`src/rtl/pong_pkg.sv`:
```
// Shared definitions for the pong display path: renderer-facing game_state
// codes, sequencer state encodings and game defaults.
package pong_pkg;

    localparam logic [1:0] GS_IDLE = 2'b00;
    localparam logic [1:0] GS_PLAY = 2'b01;
    localparam logic [1:0] GS_WIN1 = 2'b10;
    localparam logic [1:0] GS_WIN2 = 2'b11;

    localparam int DEFAULT_WIN_SCORE = 5;

    typedef enum logic [2:0] {
        ST_IDLE  = 3'd0,
        ST_SERVE = 3'd1,
        ST_PLAY  = 3'd2,
        ST_WIN1  = 3'd3,
        ST_WIN2  = 3'd4
    } state_t;

    function automatic logic [1:0] state_to_gs(input state_t st);
        case (st)
            ST_SERVE, ST_PLAY: return GS_PLAY;
            ST_WIN1:           return GS_WIN1;
            ST_WIN2:           return GS_WIN2;
            default:           return GS_IDLE;
        endcase
    endfunction

    function automatic int max_int(input int a, input int b);
        return (a > b) ? a : b;
    endfunction

endpackage

```
`src/rtl/game_state_ctrl_btn_sync_edge.sv`:
```
// Two-flop synchroniser for an asynchronous button followed by a registered
// rising-edge detector; o_edge is a one-cycle pulse three clocks after the press.
module btn_sync_edge (
    input  logic clk,
    input  logic reset,
    input  logic i_btn,
    output logic o_edge
);

    logic r_meta;
    logic r_sync;
    logic r_sync_d;
    logic r_edge;

    always_ff @(posedge clk or posedge reset) begin
        if (reset) begin
            r_meta   <= 1'b0;
            r_sync   <= 1'b0;
            r_sync_d <= 1'b0;
            r_edge   <= 1'b0;
        end else begin
            r_meta   <= i_btn;
            r_sync   <= r_meta;
            r_sync_d <= r_sync;
            r_edge   <= r_sync & ~r_sync_d;
        end
    end

    assign o_edge = r_edge;

endmodule

```
`src/rtl/game_state_ctrl.sv`:
```
// Pong game sequencer: scores, serve delay, win-screen hold, and the
// frame-aligned game_state bus consumed by the renderer.
module game_state_ctrl
    import pong_pkg::*;
#(
    parameter int WIN_SCORE      = DEFAULT_WIN_SCORE,
    parameter int SERVE_DELAY_MS = 1000,
    parameter int WIN_HOLD_MS    = 3000
) (
    input  logic       clk,
    input  logic       reset,
    input  logic       tick_1ms,
    input  logic       frame_start,
    input  logic       start_btn,
    input  logic       miss_left,
    input  logic       miss_right,
    output logic [1:0] game_state,
    output logic [3:0] score1,
    output logic [3:0] score2,
    output logic       ball_enable,
    output logic       ball_reset,
    output logic       serve_dir
);

    // Floor of 2 keeps the timer at least one bit wide for tiny delays.
    localparam int TIMER_W = $clog2(max_int(max_int(SERVE_DELAY_MS, WIN_HOLD_MS), 2));

    localparam logic [TIMER_W-1:0] SERVE_LAST  = TIMER_W'(SERVE_DELAY_MS - 1);
    localparam logic [TIMER_W-1:0] WIN_LAST    = TIMER_W'(WIN_HOLD_MS - 1);
    localparam logic [3:0]         WIN_SCORE_V = 4'(WIN_SCORE);

    function automatic logic [3:0] sat_inc(input logic [3:0] s);
        return (s >= WIN_SCORE_V) ? WIN_SCORE_V : s + 4'd1;
    endfunction

    state_t             r_state;
    logic [TIMER_W-1:0] r_timer;
    logic [3:0]         r_score1;
    logic [3:0]         r_score2;
    logic               r_ball_enable;
    logic               r_ball_reset;
    logic               r_serve_dir;
    logic [1:0]         r_game_state;

    state_t             w_state_nxt;
    logic [TIMER_W-1:0] w_timer_nxt;
    logic [3:0]         w_score1_nxt;
    logic [3:0]         w_score2_nxt;
    logic               w_ball_enable_nxt;
    logic               w_ball_reset_nxt;
    logic               w_serve_dir_nxt;
    logic               w_start_edge;

    btn_sync_edge u_start_sync (
        .clk    (clk),
        .reset  (reset),
        .i_btn  (start_btn),
        .o_edge (w_start_edge)
    );

    always_ff @(posedge clk or posedge reset) begin
        if (reset) begin
            r_state       <= ST_IDLE;
            r_timer       <= '0;
            r_score1      <= 4'd0;
            r_score2      <= 4'd0;
            r_ball_enable <= 1'b0;
            r_ball_reset  <= 1'b0;
            r_serve_dir   <= 1'b0;
        end else begin
            r_state       <= w_state_nxt;
            r_timer       <= w_timer_nxt;
            r_score1      <= w_score1_nxt;
            r_score2      <= w_score2_nxt;
            r_ball_enable <= w_ball_enable_nxt;
            r_ball_reset  <= w_ball_reset_nxt;
            r_serve_dir   <= w_serve_dir_nxt;
        end
    end

    // Published only at frame boundaries, from the pre-transition state.
    always_ff @(posedge clk or posedge reset) begin
        if (reset) begin
            r_game_state <= GS_IDLE;
        end else if (frame_start) begin
            r_game_state <= state_to_gs(r_state);
        end
    end

    always_comb begin
        w_state_nxt      = r_state;
        w_timer_nxt      = r_timer;
        w_score1_nxt     = r_score1;
        w_score2_nxt     = r_score2;
        w_ball_reset_nxt = 1'b0;
        w_serve_dir_nxt  = r_serve_dir;

        case (r_state)
            ST_IDLE: begin
                if (w_start_edge) begin
                    w_score1_nxt     = 4'd0;
                    w_score2_nxt     = 4'd0;
                    w_serve_dir_nxt  = 1'b0;
                    w_timer_nxt      = '0;
                    w_ball_reset_nxt = 1'b1;
                    w_state_nxt      = ST_SERVE;
                end
            end
            ST_SERVE: begin
                if (tick_1ms) begin
                    if (r_timer == SERVE_LAST) begin
                        w_timer_nxt = '0;
                        w_state_nxt = ST_PLAY;
                    end else begin
                        w_timer_nxt = r_timer + 1'b1;
                    end
                end
            end
            ST_PLAY: begin
                // A simultaneous double miss replays the point with no score change.
                if (miss_left && miss_right) begin
                    w_timer_nxt      = '0;
                    w_ball_reset_nxt = 1'b1;
                    w_state_nxt      = ST_SERVE;
                end else if (miss_right) begin
                    w_score1_nxt = sat_inc(r_score1);
                    w_timer_nxt  = '0;
                    if (sat_inc(r_score1) == WIN_SCORE_V) begin
                        w_state_nxt = ST_WIN1;
                    end else begin
                        w_serve_dir_nxt  = 1'b1;
                        w_ball_reset_nxt = 1'b1;
                        w_state_nxt      = ST_SERVE;
                    end
                end else if (miss_left) begin
                    w_score2_nxt = sat_inc(r_score2);
                    w_timer_nxt  = '0;
                    if (sat_inc(r_score2) == WIN_SCORE_V) begin
                        w_state_nxt = ST_WIN2;
                    end else begin
                        w_serve_dir_nxt  = 1'b0;
                        w_ball_reset_nxt = 1'b1;
                        w_state_nxt      = ST_SERVE;
                    end
                end
            end
            ST_WIN1, ST_WIN2: begin
                if (tick_1ms) begin
                    if (r_timer == WIN_LAST) begin
                        w_timer_nxt = '0;
                        w_state_nxt = ST_IDLE;
                    end else begin
                        w_timer_nxt = r_timer + 1'b1;
                    end
                end
            end
            default: begin
                w_timer_nxt = '0;
                w_state_nxt = ST_IDLE;
            end
        endcase

        w_ball_enable_nxt = (w_state_nxt == ST_PLAY);
    end

    assign game_state  = r_game_state;
    assign score1      = r_score1;
    assign score2      = r_score2;
    assign ball_enable = r_ball_enable;
    assign ball_reset  = r_ball_reset;
    assign serve_dir   = r_serve_dir;

endmodule

```
`config.mk`:
```
export PLATFORM = sky130hd
export DESIGN_NAME = game_state_ctrl
export DESIGN_NICKNAME = d
export VERILOG_FILES = /design/src/rtl/pong_pkg.sv /design/src/rtl/game_state_ctrl_btn_sync_edge.sv /design/src/rtl/game_state_ctrl.sv
export SDC_FILE = /design/constraint.sdc
export NUM_CORES = 1
export LEC_CHECK = 0
export BUFFER_PORTS_ARGS = -buffer_cell sky130_fd_sc_hd__clkbuf_2
export CAP_MARGIN = 20
export CORE_MARGIN = 4
export CORE_UTILIZATION = 50
export CTS_CLUSTER_DIAMETER = 120
export DETAILED_ROUTE_END_ITERATION = 10
export PLACE_DENSITY_LB_ADDON = 0.08
export SLEW_MARGIN = 5
export SYNTH_ARGS = -nofsm -noshare
export SYNTH_HDL_FRONTEND = slang
export SYNTH_HIERARCHICAL = 1
export SYNTH_SLANG_ARGS = --single-unit
export TNS_END_PERCENT = 30
```
`constraint.sdc`:
```
create_clock -name clk -period 2.5 [get_ports clk]
set_input_delay 0.25 -clock clk [delete_from_list [all_inputs] [get_ports clk]]
set_output_delay 0.25 -clock clk [all_outputs]
set_load 0.02 [all_outputs]
```
=== Word level (Yosys, flattened, before mapping) ===
Index checks and enable logic that the tools add are counted.

* Input bits: 7
* Memories: 0
* Bits in writable memories: 0
* Word-level logic and storage cells: 93
* ROM bits: 0
* Output and inout bits: 13
* Register bits after elaboration: 32
* Latch bits: 0

* Add/sub/neg operators: 3
* $lt $le $gt $ge: 2
* Divide/modulo/power cells: 0
* Equal/unequal tests: 20
* Multiplexer cells: 45
* Multiply operators: 0
* Reduce and logical (&&, ||, !) cells: 9
* Bitwise gates (word level): 2
* Shift operators: 0

{| class="wikitable"
|+ Operator list
! cell !! count
|-
| 12-bit two-way mux || 8
|-
| 12-bit case mux with 4 select lines || 1
|-
| 4-bit two-way mux || 8
|-
| 3-bit two-way mux || 9
|-
| 4-bit case mux with 2 select lines || 2
|-
| 12-bit by 1-bit adder with 12-bit output (second input constant) || 1
|-
| 12-bit by 10-bit == test with 1-bit output (second input constant) || 1
|-
| 12-bit == test (second input constant) || 1
|-
| 1-bit two-way mux || 12
|-
| 2-bit != test (second input constant) || 6
|-
| 3-bit case mux with 4 select lines || 1
|-
| 3-bit by 2-bit == test with 1-bit output (second input constant) || 3
|-
| 3-bit != test (second input constant) || 3
|-
| 4-bit by 1-bit adder with 4-bit output (second input constant) || 2
|-
| 4-bit by 3-bit == test with 1-bit output (second input constant) || 2
|-
| 4-bit by 3-bit >= comparator with 1-bit output (second input constant) || 2
|-
| 4-bit AND reduction || 2
|-
| 2-bit case mux with 3 select lines || 1
|-
| 6-bit AND reduction || 1
|-
| 5-bit AND reduction || 1
|-
| 4-bit != test (second input constant) || 1
|-
| 1-bit case mux with 2 select lines || 2
|-
| 2-bit OR reduction || 2
|-
| 3-bit by 1-bit == test with 1-bit output (second input constant) || 1
|-
| 8 further kinds || 8
|}

=== Logic depth before layout (Yosys ltp) ===
Gate-level depths: netlist of the first run.

* Depth in word-level cells: 9
* Gate-level depth with buffers: 8
* Mapped depth without buffers: 7

=== By module ===
Netlist of the first run, hierarchy kept.

{| class="wikitable"
|+ Modules (own cells, without submodules)
! module !! cells each !! area an instance (µm²) !! sequential area each (µm²) !! times used
|-
| game_state_ctrl || 188 || 1,752.9 || 700.7 || 1
|-
| btn_sync_edge || 6 || 117.6 || 100.1 || 1
|}

=== Worst setup path after synthesis of the first run ===
Ideal clock, no wire load.

* Path type: reg2reg
* Start point: register r_score1[1], in the netlist score1[1]
* End point: register r_ball_enable, in the netlist ball_enable
* Slack: 499 ps
* Data arrival time: 1,873 ps
* Data required time: 2,372 ps
* Cell stages (with the launch flop): 8
* Path buffers: 0
* Library setup time: 128 ps
* Clock period less this slack: 2,001 ps
* Cells stage by stage: dfrtp_1 inv_1 ha_1 nand2b_1 a221oi_1 a21boi_0 a311o_2 nor3b_1

* Word-level cells in the longest chain between the ends: 8
* Elaborated cells on any way between the ends: 9
* Those cells by class: add/sub (1); order compare (1); eq/ne (2); mux (5)

{| class="wikitable"
|+ RTL lines
! what !! line !! text
|-
| from (decl) || game_state_ctrl.sv:38 || <nowiki>logic [3:0] r_score1;</nowiki>
|-
| from (signal assigned) || game_state_ctrl.sv:73 || <nowiki>r_score1 <= w_score1_nxt;</nowiki>
|-
| 4-bit by 1-bit adder with 4-bit output / 4-bit by 3-bit >= comparator with 1-bit output (equally long branches) || game_state_ctrl.sv:33 || <nowiki>return (s >= WIN_SCORE_V) ? WIN_SCORE_V : s + 4'd1;</nowiki>
|-
| 4-bit two-way mux * || game_state_ctrl.sv:33 ||
|-
| 4-bit by 3-bit == test with 1-bit output * || game_state_ctrl.sv:128 || <nowiki>if (sat_inc(r_score1) == WIN_SCORE_V) begin</nowiki>
|-
| 2-bit two-way mux * || game_state_ctrl.sv:128 ||
|-
| 3-bit two-way mux * || game_state_ctrl.sv:125 || <nowiki>end else if (miss_right) begin</nowiki>
|-
| 3-bit two-way mux * || game_state_ctrl.sv:121 || <nowiki>if (miss_left && miss_right) begin</nowiki>
|-
| 3-bit case mux with 4 select lines * || game_state_ctrl.sv:98 || <nowiki>case (r_state)</nowiki>
|-
| via w_state_nxt[1] || game_state_ctrl.sv:45 || <nowiki>state_t w_state_nxt;</nowiki>
|-
| 3-bit by 2-bit == test with 1-bit output * || game_state_ctrl.sv:163 || <nowiki>w_ball_enable_nxt = (w_state_nxt == ST_PLAY);</nowiki>
|-
| via w_ball_enable_nxt || game_state_ctrl.sv:49 || <nowiki>logic w_ball_enable_nxt;</nowiki>
|-
| to (signal assigned) || game_state_ctrl.sv:75 || <nowiki>r_ball_enable <= w_ball_enable_nxt;</nowiki>
|-
| to (decl) || game_state_ctrl.sv:40 || <nowiki>logic r_ball_enable;</nowiki>
|}

Mark *: on every way through the listed nets, which the timed path passes. The rest lies on a longest branch.
A chain may end at the register's enable or synchronous reset.

=== Worst setup path in the final report of the first run ===
* Start point: register r_score1[0], in the netlist score1[0]
* End point: register r_ball_enable, in the netlist ball_enable

Same word-level chain as after synthesis.

==> results.toml, run 1 <==
[placed_design]
place.detailed.hpwl_um = 2910
port_buffers = 19
place_ws_ps = 360
place_congestion = 0.857

[global_route]
grt_max_degree = 29
grt_pass1_wl_um = 7200
overflow = 0
track_usage_pct = 18.3
antenna_found_initial = 0
first_global_vias = 1572

[detailed_routing]
wl_per_cell_um = 15.0
drtIter0Drc = 122
vias = 1509
wirelength_um = 3940
drc = 0
antenna_left = 0
first_pass_iters = 4
routed_via_density = 5.76

[sta]
finalCritPeriodShare_pct = 87.0
min_period_ps = 2170
relSlewSlack_pct = 67.7
rsz0062_at_grt = "false"
finalClockSkew_ps = 7.29
fmax_mhz = 460
drv_slew = 0
finalSetupTns_ps = 0
tightest_slew_ps = 484
setup_ws_ps = 325
hold_viol = 0
setup_violations = 0

[power]
p_per_area_nw_per_um2 = 562
p_leak_nw = 0.908
vdd.ir_drop.worst_v = 0.000336

[finish]
nets = 230
syn_to_final_growth_pct = 11.5
layout-drive-gt1-share_pct = 18.5
n_antenna_cell = 0
mostFrequentLayoutCells = "32 x dfrtp_1, 21 x nor2_1, 19 x clkbuf_2"
layout_commonest_cell = "dfrtp_1"

[critical_path]
arrival_ps = 2330
startpoint_type = "register"
r2r_slack_ps = 330
crit-reg2reg-capture = "ball_enable$_DFF_PP0_"
critPathMaxFanout = 7
cp.required_ps = 2650
critical_path.endpoint_type = "register"
path_class = "register to register"
rr_startpoint = "score1[0]$_DFFE_PP0P_"
reg2reg_depth = 6

[clocking]
cts_made_buffers = 5
clock_latency_ps = 280
cts_tree = "built"
clk_pin_slew_ps = 70
clock-root-buffer = "clkbuf_8"
cts.sinks = 32
clockBufferDepth = 2
post_cts_buffers = 0
htreeDepth = 2

[synthesis]
synth_area_leader_cell = "dfrtp_1"
synth_nets = 208
synth_edf_count = 0
netlist.area_leader.share_pct = 42.8
ys_warn_count = 6
synth-seq-cells = 32
synth_cells = 194
ys.flop_type = "dfrtp_1"
synth_area_leaders = "dfrtp_1 43%, ha_1 4.7%, nor2_1 4.2%"
synth.avg_cell_area_um2 = 9.64
syn_area_um2 = 1870
synth-async-reset-ratio_pct = 100
yosysSeqAreaShare_pct = 42.8
synth.distinct_cells = 53

[floorplan]
initial_core_util_pct = 53.9
die_x_um = 69.2
coreArea_um2 = 3470
num_rows = 21
die_height_um = 69.2
ios = 20
die_area_um2 = 4780

[min_path]
hold_path_depth = 1
min_to = "u_start_sync/r_meta$_DFF_PP0_"
hp-class = "primary input to register"
min-delay-start = "start_btn"

[job]
cap_violations = 0

[run_status]
run_status = "complete, no violations"
## registers in the layout, summed over array words and instances, names as in the netlist
register,cells
r_timer,12
r_state,3
ball_reset,1
score1,4
score2,4
u_start_sync/o_edge,1
u_start_sync/r_meta,1
u_start_sync/r_sync,1
u_start_sync/r_sync_d,1
serve_dir,1
ball_enable,1
game_state,2
## Yosys cell counts (2+ instances only)
cell        n
a21boi_0    2
a21oi_1    14
a22o_1      3
and2_1      2
and3_1      2
buf_2       2
buf_4       2
buf_6       3
dfrtp_1    32
ha_1        7
inv_1      12
mux2i_1     3
nand2_1    14
nand2b_1    5
nand3_1     6
nor2_1     21
nor3_1      2
nor3_4      2
nor3b_1     2
nor4_1      4
o21ai_0     8
o22ai_1     6
o2bb2ai_1   3
or2_2       3
xnor2_1     6
## per-layer routing
layer | vias to the layer above | track usage [%] | part of all wire, %
li1 | 740 | - | -
met1 | 742 | 23.6 | 46
met2 | 23 | 30.8 | 51
met3 | 4 | 4.36 | 2.3
met4 | 0 | 4.56 | 0.91
met5 | - | 0 | 0
## power by group
group	internal (W)	switching [W]	total (W)	leakage, nW
Clock	0.000245	0.000184	0.000429	0.0503
Sequential	0.000558	0.0000480	0.000606	0.407
Combinational	0.0000577	0.0000786	0.000136	0.451
Total	0.000861	0.000310	0.00117	0.908
## metrics by stage
stage / cell area (µm²) / instances / util, % / power (W) / hold WS (ps)
CTS: 2090 / 262 / 60.1 / 0.00119 / 73.8
floorplan: 1870 / 194 / - / 0.000711 / 16.1
global placement: 1980 / 254 / 57.1 / 0.000743 / 122
finish: 2090 / 262 / 60.1 / 0.00117 / 82.5
global route: 2090 / 262 / 60.1 / 0.00124 / 66.0
detailed placement: 1980 / 254 / 57.1 / 0.000753 / 130
## how the worst max path moves through the flow
stage	start	to	depth (start not counted)
after floorplan	score1[1]$_DFFE_PP0P_	ball_enable$_DFF_PP0_	7
after global placement	score1[0]$_DFFE_PP0P_	ball_enable$_DFF_PP0_	6
after detailed placement	score1[0]$_DFFE_PP0P_	ball_enable$_DFF_PP0_	6
after CTS	score1[0]$_DFFE_PP0P_	ball_enable$_DFF_PP0_	6
after global routing	r_timer[0]$_DFFE_PP0P_	r_timer[5]$_DFFE_PP0P_	6
final	score1[0]$_DFFE_PP0P_	ball_enable$_DFF_PP0_	6
## final cells by class
class / count / area, µm²
multi-input combinational: 143 / 966
tap: 46 / 57.6
clock buffer: 7 / 96.3
fill: 324 / 1380
inverter: 12 / 45.0
timing repair buffer: 22 / 120
sequential: 32 / 801
## cell families after synthesis
family                   Yosys count  synth area share (%)
AND/OR/NAND/NOR                   77                  24.1
multiplexers                       4                  2.21
flip-flops                        32                  42.8
AO/OA/AOI/OAI                     48                  17.3
buffers and inverters             19                  5.55
XOR/XNOR                           7                  3.28
adder cells (fa/ha/maj)            7                  4.68
## critical path: stages, from the launching register on
cell      delay, ps
dfrtp_1         450
ha_1            270
xor2_1          150
a221oi_1        450
a21boi_0        190
a311o_2         390
nor3b_1         140
## timing repair
item,4_1_cts,5_1_grt
hold endpoints to repair,4,0
resized for setup,0,0
hold buffers,1,0
No activity file was read; power rests on OpenSTA's default activity.
==> inputs of run 2 (changes only) <==
--- a/config.mk
+++ b/config.mk
@@ -12,6 +12,7 @@
 export CTS_CLUSTER_DIAMETER = 120
 export DETAILED_ROUTE_END_ITERATION = 10
 export PLACE_DENSITY_LB_ADDON = 0.08
+export REMOVE_ABC_BUFFERS = 1
 export SLEW_MARGIN = 5
 export SYNTH_ARGS = -nofsm -noshare
 export SYNTH_HDL_FRONTEND = slang
==> constraint.sdc (replaced) <==
create_clock -name clk -period 2.5 [get_ports clk]
set_input_delay 0.25 -clock clk [delete_from_list [all_inputs] [get_ports clk]]
set_output_delay 0.25 -clock clk [all_outputs]
set_load 0.1 [all_outputs]
==> run 2 against run 1 <==
  * Global-route usage is 0.46 points lower
  * Wire length is 2.2% lower
  * Clock power hardly changed
  * Largest cell class unchanged
==> results.toml, run 2 (synthesis results as in run 1) <==
[power]
p_per_area_nw_per_um2 = 573
p_sw_share_pct = 28.0
p_leak_nw = 0.908
comb_power_share_pct = 13.0
pwr-share-clk_pct = 36.1
power_switching_w = 0.000335
intPower_w = 0.000860
p_seq_share_pct = 50.9
vdd.ir_drop.worst_v = 0.000386

[clocking]
post_cts_buffers = 0
clock_latency_ps = 280
ctsHoldBuffers = 1
clock-root-buffer = "clkbuf_8"
cts_tree = "built"
ctsResizeCount = 0
cts.sinks = 32
htreeDepth = 2
clk_pin_slew_ps = 70
cts_made_buffers = 5
clockBufferDepth = 2

[sta]
rsz0062_at_grt = "false"
fmax_mhz = 474
relSlewSlack_pct = 63.7
hold_viol = 0
finalClockSkew_ps = 11.0
drv_slew = 0
min_period_ps = 2110
setup_ws_ps = 389
tightest_slew_ps = 547
setup_violations = 0
finalCritPeriodShare_pct = 84.4
whs_ps = 79.2

[placed_design]
place_ws_ps = 407
place.detailed.hpwl_um = 2840
port_buffers = 19
dp.cells = 254
place_congestion = 0.834

[detailed_routing]
vias = 1495
antenna_left = 0
drc = 0
wirelength_um = 3850
wl_per_cell_um = 14.7
routed_via_density = 5.71
drtIter0Drc = 67
first_pass_iters = 4

[floorplan]
coreArea_um2 = 3470
num_rows = 21
initial_core_util_pct = 53.9
die_area_um2 = 4780
die_x_um = 69.2
ios = 20
die_height_um = 69.2

[finish]
final_cells = 262
layout-drive-gt1-share_pct = 18.5
fillers = 323
largest-register = "r_timer"
mostFrequentLayoutCells = "32 x dfrtp_1, 21 x nor2_1, 19 x clkbuf_2"
n_antenna_cell = 0
layout_commonest_cell = "dfrtp_1"
syn_to_final_growth_pct = 11.5
nets = 230
largest_reg_flops = 12
fin_util_pct = 60.1

[critical_path]
path_class = "register to register"
startpoint_type = "register"
crit_buf_inv = 0
arrival_ps = 2260
critical_path.endpoint_type = "register"
cp.required_ps = 2650
worst_path_max_delay_cell = "dfrtp_1"
crit_family = "compound AO/OA/AOI/OAI gates"
critPathMaxFanout = 7
worstPathCellList = "ha_1 > xor2_1 > a221oi_1 > a21boi_0 > a311o_2 > nor3b_1"
slowest_delay_ps = 450

[global_route]
use_met1_pct = 23.2
antenna_found_initial = 0
grt_pass1_wl_um = 6850
track_usage_pct = 17.8
met3_usage_pct = 4.65
use_met2_pct = 28.3
grt_max_degree = 29
busiest_layer = "met2"
overflow = 0
first_global_vias = 1442

[run_status]
run_status = "complete, no violations"

[min_path]
hp-class = "primary input to register"

[job]
cap_violations = 0
-- run 2: cell counts in the layout (fill, tap and decap cells not counted) --
Identical to the previous run, type by type.
-- run 2: path summary, 6_finish.rpt --
kind                            depth (start not counted)                     startpoint                            end  slack, ps
worst max-delay path                                    6          score1[0]$_DFFE_PP0P_          ball_enable$_DFF_PP0_        390
worst min-delay path                                    1                      start_btn  u_start_sync/r_meta$_DFF_PP0_         80
worst max register to register                          6          score1[0]$_DFFE_PP0P_          ball_enable$_DFF_PP0_        390
worst min register to register                          0  u_start_sync/r_meta$_DFF_PP0_  u_start_sync/r_sync$_DFF_PP0_        370
max in group asynchronous                               4                          reset          score2[0]$_DFFE_PP0P_       1640
min in group asynchronous                               3                          reset  u_start_sync/r_sync$_DFF_PP0_        410
-- run 2: cell type report --
type	count	area (µm²)	share of cell area [%]
Clock buffer	7	96.3	4.62
Sequential cell	32	801	38.4
Tap cell	46	57.6	2.76
Multi-Input combinational cell	143	966	46.3
Inverter	12	45.0	2.16
Timing Repair Buffer	22	120	5.76
-- run 2: power by group through the flow --
stage	Sequential, W	Combinational, W	Clock [W]
CTS	0.000608	0.000158	0.000442
floorplan	0.000631	0.0000945	0
detailed placement	0.000617	0.000156	0
global route	0.000615	0.000176	0.000471
global placement	0.000614	0.000152	0
finish	0.000608	0.000156	0.000432
-- run 2: stage by stage --
| step | power, W | instance area (µm²) | setup TNS, ps |
|---|---|---|---|
| 2_1_floorplan | 0.000726 | 1810 | -92.8 |
| 3_3_place_gp | 0.000766 | 1980 | 0 |
| 3_5_place_dp | 0.000773 | 1980 | 0 |
| 4_1_cts | 0.00121 | 2090 | 0 |
| 5_1_grt | 0.00126 | 2090 | 0 |
| 6_report | 0.00119 | 2090 | 0 |
-- run 2: routing by layer --
layer / up-vias / wire length [µm]
met5: - / 0
met4: 0 / 89
met3: 8 / 125
met2: 25 / 1850
met1: 724 / 1790
li1: 738 / -
==> inputs of run 3 (changes only) <==
==> constraint.sdc (replaced) <==
create_clock -name clk -period 2.15 [get_ports clk]
set_input_delay 0.215 -clock clk [delete_from_list [all_inputs] [get_ports clk]]
set_output_delay 0.215 -clock clk [all_outputs]
set_load 0.1 [all_outputs]
==> run 3 against run 2 <==
  * Total power up 15%
  * Critical path depth increased by 1
  * Wire length up 4.5%
  * Sequential power rose by 15%
==> results.toml, run 3 (synthesis results as in run 1) <==
[detailed_routing]
first_pass_iters = 4
drtIter0Drc = 107
vias = 1534
antenna_left = 0
drc = 0
wirelength_um = 4030
routed_via_density = 5.68
wl_per_cell_um = 14.9

[finish]
mostFrequentLayoutCells = "32 x dfrtp_1, 21 x nor2_1, 19 x clkbuf_2"
fillers = 314
final_cells = 270
layout_commonest_cell = "dfrtp_1"
syn_to_final_growth_pct = 14.6
n_antenna_cell = 0
largest-register = "r_timer"
multi_input_area_um2 = 975
final_area_um2 = 2140
layout-drive-gt1-share_pct = 22.3
nets = 237
largest_reg_flops = 12
fin_util_pct = 61.8
register_area_um2 = 801

[placed_design]
dp.cells = 259
place.detailed.hpwl_um = 2980
place_congestion = 0.844
port_buffers = 19
place_ws_ps = -64.6
placed_cell_area_um2 = 2020

[sta]
drv_slew = 0
min_period_ps = 2090
finalCritPeriodShare_pct = 97.3
rsz0062_at_grt = "true"
setup_violations = 0
finalClockSkew_ps = 6.05
relSlewSlack_pct = 64.1
hold_viol = 0
tightest_slew_ps = 542
fmax_mhz = 478
setup_ws_ps = 58.7

[power]
comb_power_share_pct = 14.2
power_switching_w = 0.000403
intPower_w = 0.000977
pwr-share-clk_pct = 35.0
p_leak_nw = 0.949
vdd.ir_drop.worst_v = 0.000611
p_sw_share_pct = 29.2
p_per_area_nw_per_um2 = 644
p_total_w = 0.00138
p_seq_share_pct = 50.8

[global_route]
first_global_vias = 1518
grt_pass1_wl_um = 7090
grt_max_degree = 29
track_usage_pct = 18.2
antenna_found_initial = 0
overflow = 0

[clocking]
cts_tree = "built"
clk_pin_slew_ps = 70
cts_made_buffers = 5
cts.sinks = 32
htreeDepth = 2
clockBufferDepth = 2
clock-root-buffer = "clkbuf_8"
clock_latency_ps = 280

[floorplan]
initial_core_util_pct = 53.9
ios = 20
die_area_um2 = 4780
die_height_um = 69.2
num_rows = 21
coreArea_um2 = 3470
die_x_um = 69.2

[critical_path]
critPathMaxFanout = 7
reg2reg_depth = 7
critical_path.endpoint_type = "register"
crit-reg2reg-capture = "ball_enable$_DFF_PP0_"
cp.required_ps = 2310
rr_startpoint = "score1[0]$_DFFE_PP0P_"
arrival_ps = 2250
startpoint_type = "register"
r2r_slack_ps = 60
path_class = "register to register"

[job]
cap_violations = 0

[min_path]
min_to = "u_start_sync/r_meta$_DFF_PP0_"
min-delay-start = "start_btn"
hold_path_depth = 1
hp-class = "primary input to register"

[run_status]
run_status = "complete, no violations"
## run 3: layout make-up
cell class | count | area share (%)
Inverter | 12 | 2.10
Clock buffer | 6 | 3.85
Tap cell | 46 | 2.69
Clock inverter | 2 | 0.467
Timing Repair Buffer | 29 | 8.06
Sequential cell | 32 | 37.4
Multi-Input combinational cell | 143 | 45.5
## run 3: worst max-delay path by stage
stage	endpoint	depth (start not counted)	from
floorplan	ball_enable$_DFF_PP0_	7	score1[1]$_DFFE_PP0P_
global placement	ball_enable$_DFF_PP0_	6	score1[0]$_DFFE_PP0P_
detailed placement	ball_enable$_DFF_PP0_	6	score1[0]$_DFFE_PP0P_
CTS	r_timer[0]$_DFFE_PP0P_	6	r_timer[0]$_DFFE_PP0P_
global route	ball_enable$_DFF_PP0_	7	score1[0]$_DFFE_PP0P_
finish	ball_enable$_DFF_PP0_	7	score1[0]$_DFFE_PP0P_
## run 3: power groups by stage
stage	clock [W]	sequential, W	combinational, W
after global placement	0	0.000708	0.000189
after detailed placement	0	0.000710	0.000195
after floorplan	0	0.000734	0.000110
final	0.000483	0.000701	0.000195
after CTS	0.000494	0.000699	0.000198
after global routing	0.000538	0.000709	0.000222
## run 3: per-layer routing
| layer | GRT usage (%) | wire length [µm] |
|---|---|---|
| met1 | 23.0 | 1770 |
| met2 | 29.4 | 2020 |
| met5 | 0 | 0 |
| met3 | 4.80 | 174 |
| met4 | 7.38 | 61 |
## run 3: repair_timing
| action | in CTS | in global routing |
|---|---|---|
| hold endpoints to repair | 32 | 0 |
| hold buffers | 1 | 0 |
| pin swaps | 0 | 1 |
| resized for setup | 1 | 2 |
| endpoints found under the setup margin | 1 | 12 |
| buffers inserted | 0 | 2 |
## run 3: worst max-delay path, cell delays in order, from the launching register on
cell and delay (ps):
dfrtp_1 470, inv_1 80, ha_1 320, nor2_1 60
a221oi_2 340, a21boi_0 170, a311o_2 380, nor3b_1 140
## run 3: metrics by stage
step           hold slack, ps  setup TNS, ps
2_1_floorplan           -18.9           -840
4_1_cts                  30.1              0
6_report                 39.8              0
5_1_grt                  19.2          -63.7
3_5_place_dp             93.9          -64.6
3_3_place_gp             85.6              0
